[src/rtl/aftab_csr_access_unit.sv]
// AFTAB CSR access unit.
// Holds the implemented CSR storage for the interrupt/trap subsystem and
// services read-modify-write requests (RW / RS / RC) from the datapath
// controller. Each request takes three cycles: capture, read/check, write.
// The old CSR value and an illegal-access flag come back as a one-cycle
// response pulse. The trap-relevant registers are also exported as live taps.

module aftab_csr_access_unit #(
    parameter int                XLEN        = 32,
    parameter logic [XLEN-1:0]   MTVEC_RESET = '0,
    parameter logic [XLEN-1:0]   UTVEC_RESET = '0
) (
    input  logic            clk,
    input  logic            rst,
    input  logic            reqValid,
    output logic            reqReady,
    input  logic [1:0]      reqOp,
    input  logic [11:0]     reqAddr,
    input  logic [XLEN-1:0] reqWData,
    input  logic            reqSrcZero,
    input  logic [1:0]      curPriv,
    output logic            respValid,
    output logic [XLEN-1:0] respRData,
    output logic            respIllegal,
    output logic [XLEN-1:0] mstatusOut,
    output logic [XLEN-1:0] mieOut,
    output logic [XLEN-1:0] mtvecOut,
    output logic [XLEN-1:0] mepcOut
);

    // Operation encodings; 2'b00 is reserved and always illegal.
    localparam logic [1:0] OP_RW = 2'b01;
    localparam logic [1:0] OP_RS = 2'b10;
    localparam logic [1:0] OP_RC = 2'b11;

    // Storage slots for the 19 implemented CSRs.
    localparam int         NUM_CSR     = 19;
    localparam logic [4:0] IDX_MSTATUS = 5'd0;
    localparam logic [4:0] IDX_MEDELEG = 5'd1;
    localparam logic [4:0] IDX_MIDELEG = 5'd2;
    localparam logic [4:0] IDX_MIE     = 5'd3;
    localparam logic [4:0] IDX_MTVEC   = 5'd4;
    localparam logic [4:0] IDX_MEPC    = 5'd5;
    localparam logic [4:0] IDX_MCAUSE  = 5'd6;
    localparam logic [4:0] IDX_MTVAL   = 5'd7;
    localparam logic [4:0] IDX_MIP     = 5'd8;
    localparam logic [4:0] IDX_USTATUS = 5'd9;
    localparam logic [4:0] IDX_UIE     = 5'd10;
    localparam logic [4:0] IDX_UTVEC   = 5'd11;
    localparam logic [4:0] IDX_UEPC    = 5'd12;
    localparam logic [4:0] IDX_UCAUSE  = 5'd13;
    localparam logic [4:0] IDX_UTVAL   = 5'd14;
    localparam logic [4:0] IDX_UIP     = 5'd15;
    localparam logic [4:0] IDX_FFLAGS  = 5'd16;
    localparam logic [4:0] IDX_FRM     = 5'd17;
    localparam logic [4:0] IDX_FCSR    = 5'd18;

    typedef enum logic [1:0] {
        IDLE  = 2'd0,
        READ  = 2'd1,
        WRITE = 2'd2
    } state_t;

    state_t          state_q;

    // Request fields captured at acceptance.
    logic [1:0]      latchOp_q;
    logic [11:0]     latchAddr_q;
    logic [XLEN-1:0] latchWData_q;
    logic            latchSrcZero_q;
    logic [1:0]      latchPriv_q;

    // Write decided during READ and committed at the end of WRITE.
    logic            writeEn_q;
    logic [4:0]      writeIdx_q;
    logic [XLEN-1:0] writeData_q;

    // Registered response and handshake outputs.
    logic            reqReady_q;
    logic            respValid_q;
    logic [XLEN-1:0] respRData_q;
    logic            respIllegal_q;

    // CSR storage.
    logic [XLEN-1:0] csr_q [NUM_CSR];

    // Combinational decode of the captured request.
    logic            csrHit;
    logic [4:0]      csrIdx;
    logic [XLEN-1:0] oldValue;
    logic            writeIntent;
    logic            illegal_d;
    logic [XLEN-1:0] newValue_d;

    // Maps a CSR address to {implemented, storage slot}.
    function automatic logic [5:0] lookupCsr(input logic [11:0] addr);
        logic [5:0] result;
        result = 6'd0;
        case (addr)
            12'h300: result = {1'b1, IDX_MSTATUS};
            12'h302: result = {1'b1, IDX_MEDELEG};
            12'h303: result = {1'b1, IDX_MIDELEG};
            12'h304: result = {1'b1, IDX_MIE};
            12'h305: result = {1'b1, IDX_MTVEC};
            12'h341: result = {1'b1, IDX_MEPC};
            12'h342: result = {1'b1, IDX_MCAUSE};
            12'h343: result = {1'b1, IDX_MTVAL};
            12'h344: result = {1'b1, IDX_MIP};
            12'h000: result = {1'b1, IDX_USTATUS};
            12'h004: result = {1'b1, IDX_UIE};
            12'h005: result = {1'b1, IDX_UTVEC};
            12'h041: result = {1'b1, IDX_UEPC};
            12'h042: result = {1'b1, IDX_UCAUSE};
            12'h043: result = {1'b1, IDX_UTVAL};
            12'h044: result = {1'b1, IDX_UIP};
            12'h001: result = {1'b1, IDX_FFLAGS};
            12'h002: result = {1'b1, IDX_FRM};
            12'h003: result = {1'b1, IDX_FCSR};
            default: result = 6'd0;
        endcase
        return result;
    endfunction

    // Decodes the captured request: existence, legality, old value and the new value.
    always_comb begin
        csrHit      = 1'b0;
        csrIdx      = 5'd0;
        oldValue    = '0;
        writeIntent = 1'b0;
        illegal_d   = 1'b0;
        newValue_d  = '0;

        {csrHit, csrIdx} = lookupCsr(latchAddr_q);

        if (csrHit) begin
            oldValue = csr_q[csrIdx];
        end

        // RW always writes. RS/RC write only when the source operand is non-zero.
        writeIntent = (latchOp_q == OP_RW) ||
                      (((latchOp_q == OP_RS) || (latchOp_q == OP_RC)) && !latchSrcZero_q);

        illegal_d = !csrHit ||
                    (latchOp_q == 2'b00) ||
                    (latchAddr_q[9:8] > latchPriv_q) ||
                    ((latchAddr_q[11:10] == 2'b11) && writeIntent);

        case (latchOp_q)
            OP_RW:   newValue_d = latchWData_q;
            OP_RS:   newValue_d = oldValue | latchWData_q;
            OP_RC:   newValue_d = oldValue & ~latchWData_q;
            default: newValue_d = oldValue;
        endcase
    end

    // Request sequencer: capture in IDLE, read/check in READ, respond and commit in WRITE.
    always_ff @(posedge clk) begin
        if (rst) begin
            state_q        <= IDLE;
            latchOp_q      <= 2'b00;
            latchAddr_q    <= 12'd0;
            latchWData_q   <= '0;
            latchSrcZero_q <= 1'b0;
            latchPriv_q    <= 2'b00;
            writeEn_q      <= 1'b0;
            writeIdx_q     <= 5'd0;
            writeData_q    <= '0;
            reqReady_q     <= 1'b1;
            respValid_q    <= 1'b0;
            respRData_q    <= '0;
            respIllegal_q  <= 1'b0;
        end else begin
            case (state_q)
                IDLE: begin
                    respValid_q <= 1'b0;
                    writeEn_q   <= 1'b0;
                    if (reqValid) begin
                        latchOp_q      <= reqOp;
                        latchAddr_q    <= reqAddr;
                        latchWData_q   <= reqWData;
                        latchSrcZero_q <= reqSrcZero;
                        latchPriv_q    <= curPriv;
                        reqReady_q     <= 1'b0;
                        state_q        <= READ;
                    end
                end
                READ: begin
                    respRData_q   <= illegal_d ? '0 : oldValue;
                    respIllegal_q <= illegal_d;
                    writeEn_q     <= !illegal_d && writeIntent;
                    writeIdx_q    <= csrIdx;
                    writeData_q   <= newValue_d;
                    respValid_q   <= 1'b1;
                    state_q       <= WRITE;
                end
                WRITE: begin
                    respValid_q <= 1'b0;
                    writeEn_q   <= 1'b0;
                    reqReady_q  <= 1'b1;
                    state_q     <= IDLE;
                end
                default: begin
                    respValid_q <= 1'b0;
                    writeEn_q   <= 1'b0;
                    reqReady_q  <= 1'b1;
                    state_q     <= IDLE;
                end
            endcase
        end
    end

    // CSR storage: reset values, then the single committed write at the end of WRITE.
    always_ff @(posedge clk) begin
        if (rst) begin
            for (int i = 0; i < NUM_CSR; i++) begin
                csr_q[i] <= '0;
            end
            csr_q[IDX_MTVEC] <= MTVEC_RESET;
            csr_q[IDX_UTVEC] <= UTVEC_RESET;
        end else if ((state_q == WRITE) && writeEn_q) begin
            csr_q[writeIdx_q] <= writeData_q;
        end
    end

    assign reqReady    = reqReady_q;
    assign respValid   = respValid_q;
    assign respRData   = respRData_q;
    assign respIllegal = respIllegal_q;

    assign mstatusOut  = csr_q[IDX_MSTATUS];
    assign mieOut      = csr_q[IDX_MIE];
    assign mtvecOut    = csr_q[IDX_MTVEC];
    assign mepcOut     = csr_q[IDX_MEPC];

endmodule

[config.mk]
export PLATFORM = sky130hd
export DESIGN_NAME = aftab_csr_access_unit
export DESIGN_NICKNAME = d
export VERILOG_FILES = /design/src/rtl/aftab_csr_access_unit.sv
export SDC_FILE = /design/constraint.sdc
export NUM_CORES = 2
export LEC_CHECK = 0
export BUFFER_PORTS_ARGS = -buffer_cell sky130_fd_sc_hd__buf_2
export CAP_MARGIN = 25
export CORE_UTILIZATION = 24
export CTS_CLUSTER_DIAMETER = 60
export DETAILED_ROUTE_END_ITERATION = 8
export PLACE_DENSITY = 0.49
export SETUP_SLACK_MARGIN = 0.2
export SYNTH_ARGS = -nofsm -noshare
export SYNTH_HDL_FRONTEND = slang
export SYNTH_SLANG_ARGS = --single-unit
[constraint.sdc]
create_clock -name clk -period 3.6 [get_ports clk]
set_clock_uncertainty 0.2 [all_clocks]
set_input_delay 0.18 -clock clk [delete_from_list [all_inputs] [get_ports clk]]
set_output_delay 0.18 -clock clk [all_outputs]
set_load 0.005 [all_outputs]
# --- Yosys cells after proc, flatten, opt, wreduce, memory -nomap -nowiden ---
# Memories as Yosys holds them, arrays and structs flattened.
# Index checks and enable logic that the tools add are counted.
classes:
  n_reduce_logical: 19
  mux: 19
  eq_ne: 25
  magnitude_cmp: 1
  bitwise: 6
ops:
  columns: ["op", "count"]
  rows:
  - ["$mux W32", 5]
  - ["$pmux W6 S19", 1]
  - ["$eq A12 B10 Y1 const B", 9]
  - ["$pmux W32 S3", 1]
  - ["$eq A12 B7 Y1 const B", 4]
  - ["$and A32 B32 Y32", 1]
  - ["$not A32 Y32", 1]
  - ["$or A32 B32 Y32", 1]
  - ["$reduce_or A32 Y1", 1]
  - ["$eq A12 B2 Y1 const B", 2]
  - ["$eq A12 B3 Y1 const B", 2]
  - ["$eq A12 B1 Y1 const B", 1]
  - ["$logic_not A12 Y1", 1]
  - ["$eq A2 B2 Y1 const B", 4]
  - ["$mux W1", 8]
  - ["$logic_or A1 B1 Y1", 5]
  - ["$mux W5", 1]
  - ["$eq A2 B1 Y1 const B", 2]
  - ["$logic_and A1 B1 Y1", 4]
  - ["$logic_not A2 Y1", 2]
  - ["$pmux W2 S2", 1]
  - ["$reduce_and A2 Y1", 2]
  - ["$logic_not A1 Y1", 3]
  - ["$gt A2 B2 Y1", 1]
  - ["other kinds (6)", 7]
word_totals:
  output_inout_bits: 163
  inputBits: 52
  ram_bits: 608
  mem_count: 1
  word_cells: 84
  regBits: 124
mem_list:
  columns: ["name", "words", "word_bits", "read_ports", "rd_clocked_by_memory_dff", "write_ports", "line", "source"]
  rows:
  - ["csr_q", 19, 32, 5, 0, 19, "85", "logic [XLEN-1:0] csr_q [NUM_CSR];"]

# --- Longest topological paths before layout ---
logic_depth:
  word_depth: 8
  mapped_depth: 13
  ltp_nobuf: 9

# --- Least setup slack after synthesis ---
# OpenSTA, ideal clock, no wires.
synth_timing:
  path_kind: "register to register"
  startpoint: "register state_q[1]"
  endpoint: "memory csr_q[19][0], enable pin"
  n_path_buf: 2
  path_stages_with_launch: 7
  setup_ps: 421
  t_arrival_ps: 2813
  period_less_slack_ps: 3434
  setup_slack_ps: 166
  path_cell_list: "dfxtp_1 > nand2_1 > nor3_1 > clkbuf_1 > buf_1 > nand3_1 > nor2_1"
synth_rtl:
  columns: ["element", "line", "source"]
  rows:
  - ["start: declaration", "64", "state_t state_q;"]
  - ["start signal: assignment", "159", "state_q <= IDLE;"]
  - ["start signal: assignment", "184", "state_q <= READ;"]
  - ["start signal: assignment", "194", "state_q <= WRITE;"]
  - ["end: declaration", "85", null]

# --- Final worst setup path ---
layout_timing:
  startpoint: "register latchAddr_q[8]"
  endpoint: "register writeData_q[7]"
layout_between:
  elab_chain_len: 6
  word_cells_on_any_way: 25
  classes_between: "eq/ne (18); mux (3); bitwise (2); reduce/logical (1); memory (1)"
layout_rtl:
  columns: ["element", "line", "source"]
  rows:
  - ["start: declaration", "68", "logic [11:0] latchAddr_q;"]
  - ["start signal: assignment", "179", "latchAddr_q <= reqAddr;"]
  - ["$eq A12 B2 Y1 (tied with other cells)", "99", "case (addr)"]
  - ["$pmux W6 S19 (*)", "99", null]
  - ["$mem_v2 Z19 W32", null, null]
  - ["$mux W32 (*)", "135", "if (csrHit) begin"]
  - ["$and A32 B32 Y32 or $or A32 B32 Y32 (tied branches)", "151, 150", null]
  - ["$pmux W32 S3 (*)", "148", "case (latchOp_q)"]
  - ["end signal: assignment", "192", "writeData_q <= newValue_d;"]
  - ["end: declaration", "76", "logic [XLEN-1:0] writeData_q;"]
# Every way passes the cells marked *; elsewhere a longest branch is shown, timed or not.
# A chain may end at the register's enable or synchronous reset.

==> results.toml <==
[clock_network]
worstSkewPairLatency_ns = 0.67
max-clock-path-buffers = 3
cts-buffers-inserted = 87
tritoncts = "done"
clock_slew_seen_by_the_registers_of_the_worst_setup_and_hold_paths_ns = 0.06
clock-root-buffer = "clkbuf_16"
h_tree_lvls = 3
tritoncts_num_sinks = 768

[floorplan]
std_cell_rows = 138
die_width_um = 382
die_h_um = 382
die_area_um2 = 146000
ios = 215
initial_standard_cell_utilization_of_the_core_pct = 24.3
core_region_area_um2 = 142000

[timing]
rsz0062_at_grt = "yes"
fmax_mhz = 292
worst_slew_pin_slew_ns = 1.03
period_minus_slack_ns = 3.43
timing.final.ws_setup_ns = 0.174
setup-tns-final_ns = 0
hold_viol = 0
slew_viol_final = 0
timing.final.crit_share_pct = 95.2
finalSetupViolations = 0
worst_slew_margin_rel_pct = 31.6
fin_hold_ws_ns = 0.149

[critical_path]
timing.critical_path.arrival_ns = 3.74
data_required_time_at_the_worst_endpoint_ns = 3.92
worstSetupPathType = "reg -> reg"
crit_fanout = 11
startpoint_type = "register"
critical_path_endpoint_category = "register"

[global_route]
aggregate_global_routing_overflow = 0
first_global_vias = 28300
grt_util_overall_pct = 20.2
antenna_found_initial = 7
grt_start_max_net_pins = 62
grt_first_pass_wirelength_um = 213000

[placement]
placement.setup.worst_slack_ns = 0.0923
place.detailed.instances = 5460
io_buffers = 214
dpl.hpwl_um = 96700
place_congestion = 0.885

[pwr]
worst_ir_drop_vdd_uv = 379
total_power_consumption_of_the_routed_design_mw = 22.7
p_leak_nw = 15.9
power_density_nw_per_um2 = 511

[route]
drc = 0
drtPass1Iterations = 5
wl_um = 158000
num_vias = 30000
drtIter0Drc = 3100
count_of_antenna_violating_nets_left_after_detailed_routing = 0
vias_per_cell = 5.20
route.detailed.wl_per_inst_um = 27.3

[run]
max_cap_violations = 0

[synth]
synthCells = 3459
synth_enable_flop_cells = 548
number_of_storage_elements_in_the_synthesis_netlist = 768
synth_area_um2 = 34600
synth_cell_type_count = 82
syn-mean-instance-area_um2 = 10.0
synthesis.nets = 3513
synth.yosys.warnings = 0
ys_async_sr_fraction_pct = 0
dominantRegCellSynth = "edfxtp_1"
yosysSeqAreaShare_pct = 60.3

[cells_and_area]
final_standard_cell_count_with_taps_included_and_fillers_excluded = 5767
drive_above_1_share_pct = 20.5
multi_input_comb_area_um2 = 13100
fillerInstances = 14700
seqCellArea_um2 = 20900
flow.area_growth_from_synthesis_pct = 28.6
final_nets = 3854

[run_status]
run_status = "completed"

[hold_path]
hp-class = "in -> reg"
## cells in the final DEF, fill, tap and decap left out, types with 27 or more instances in the layout
master | synthesis | routed
nand2_1 | 565 | 560
nor2_1 | 568 | 560
edfxtp_1 | 548 | 548
dfxtp_1 | 220 | 214
buf_2 | 56 | 213
a21oi_1 | 199 | 196
buf_4 | 18 | 164
nand3_1 | 145 | 141
and2_1 | 131 | 131
clkbuf_16 | 0 | 106
o21ai_0 | 114 | 98
dlygate4sd3_1 | 0 | 90
mux2i_1 | 69 | 66
and3_1 | 72 | 64
a211oi_1 | 70 | 56
buf_12 | 0 | 53
a31oi_1 | 52 | 51
a32oi_1 | 52 | 44
inv_1 | 37 | 37
nand4_1 | 30 | 30
nor3_1 | 34 | 27
a2111oi_2 | 5 | 27
clkbuf_1 | 222 | 27
## state kept, by name, indices dropped and copies added, names as in the netlist
name / count
respRData: 32
writeData_q: 32
latchSrcZero_q: 1
writeIdx_q: 5
reqReady: 1
writeEn_q: 1
latchWData_q: 32
csr_q: 644
latchPriv_q: 2
respIllegal: 1
latchOp_q: 2
respValid: 1
state_q: 2
latchAddr_q: 12
## worst paths after layout
| check | from | end | slack, ns | cells after the start |
|---|---|---|---|---|
| worst min register to register | respRData[11] | respRData[11] | 0.24 | 2 |
| worst min-delay path | reqAddr[0] | latchAddr_q[0] | 0.15 | 4 |
| worst max register to register | latchAddr_q[8] | writeData_q[7] | 0.17 | 14 |
| worst max-delay path | latchAddr_q[8] | writeData_q[7] | 0.17 | 14 |
## stage by stage
stage	instance area, um^2	util (%)
after floorplan	34600	-
after global placement	39200	27.5
after detailed placement	39200	27.5
after CTS	43000	30.2
after global routing	44500	31.3
final	44500	31.3
## synthesized netlist by cell type, types with 3 or more instances
library cell | count | share of area (%)
nand4_1 | 30 | 0.54
a22o_1 | 8 | 0.20
clkbuf_1 | 222 | 2.4
a221o_1 | 11 | 0.32
a31o_1 | 5 | 0.13
and3_1 | 72 | 1.3
buf_2 | 56 | 0.81
mux2_2 | 6 | 0.20
a21o_1 | 3 | 0.065
o22ai_1 | 6 | 0.11
o32ai_1 | 7 | 0.18
nor4_1 | 23 | 0.42
a2111oi_0 | 29 | 0.73
a32oi_1 | 52 | 1.3
a32o_1 | 7 | 0.20
nand3_1 | 145 | 2.1
a31oi_1 | 52 | 0.94
nor2b_1 | 4 | 0.072
xnor2_1 | 4 | 0.10
a211oi_1 | 70 | 1.5
o31ai_1 | 7 | 0.15
buf_4 | 18 | 0.39
mux2i_1 | 69 | 2.0
nor3_2 | 3 | 0.087
o2111ai_1 | 13 | 0.33
o2111a_1 | 3 | 0.098
o21ai_1 | 3 | 0.043
nor3_1 | 34 | 0.49
or3_1 | 5 | 0.090
and2_1 | 131 | 2.4
a311oi_1 | 7 | 0.18
nand2_1 | 565 | 6.1
o21ai_0 | 114 | 1.6
inv_1 | 37 | 0.40
or2_2 | 9 | 0.16
a21oi_1 | 199 | 2.9
nor2_1 | 568 | 6.2
edfxtp_1 | 548 | 48
a2111oi_2 | 5 | 0.22
nand2b_1 | 19 | 0.34
dfxtp_1 | 220 | 13
buf_1 | 17 | 0.18
## worst max-delay path, stage by stage (launching register included)
cell       delay (ns)
dfxtp_4          0.36
buf_4            0.16
and4_1           0.22
nor3_4           0.19
o31a_4           0.18
buf_12           0.15
nand2_8          0.13
buf_16           0.20
buf_4            0.16
clkbuf_16        0.16
a211oi_1         0.25
a31oi_1          0.07
a221o_1          0.34
a2111oi_2        0.36
nor4_1           0.10
## power breakdown
part | internal [mW] | switching, mW
clock network | 5.24 | 3.84
logic | 1.42 | 2.30
registers | 9.69 | 0.225
total | 16.4 | 6.37
## layer usage
layer  part of all wire, %  global-route usage, %  vias to the layer above
met5                 0.022                      0                        -
met1                    39                   25.3                    15100
li1                      -                      -                    13000
met4                   6.3                   11.0                        4
met3                   7.9                   2.97                      356
met2                    47                   33.4                     1540
## cell families (layout without fill, tap and decap cells)
family,count (synthesis),in the layout,synth area share (%)
other,0,3,0
muxes,75,75,2.19
AOI/OAI and AO/OA,628,628,12.1
adders and majority gates,2,2,0.0723
and+or+nand+nor,1628,1631,21.0
DFF,768,768,60.3
buffers and inverters,352,764,4.24
xor gates and xnor gates,6,6,0.152
## cell type report
type / count / share of cell area [%]
tap: 1890 / 5.31
multi-input combinational: 2342 / 29.5
timing repair buffer: 564 / 11.5
inverter: 37 / 0.312
clock inverter: 32 / 0.813
sequential: 768 / 46.9
clock buffer: 131 / 5.67
antenna: 3 / 0.0169
## timing repair
action,4_1_cts,5_1_grt
pin swaps,1,52
hold buffers,90,0
resized for setup,22,179
buffers inserted,2,27
setup endpoints to repair,41,55
cloned,0,22
endpoints found under the hold margin,70,0
No activity file was read; power rests on OpenSTA's default activity.
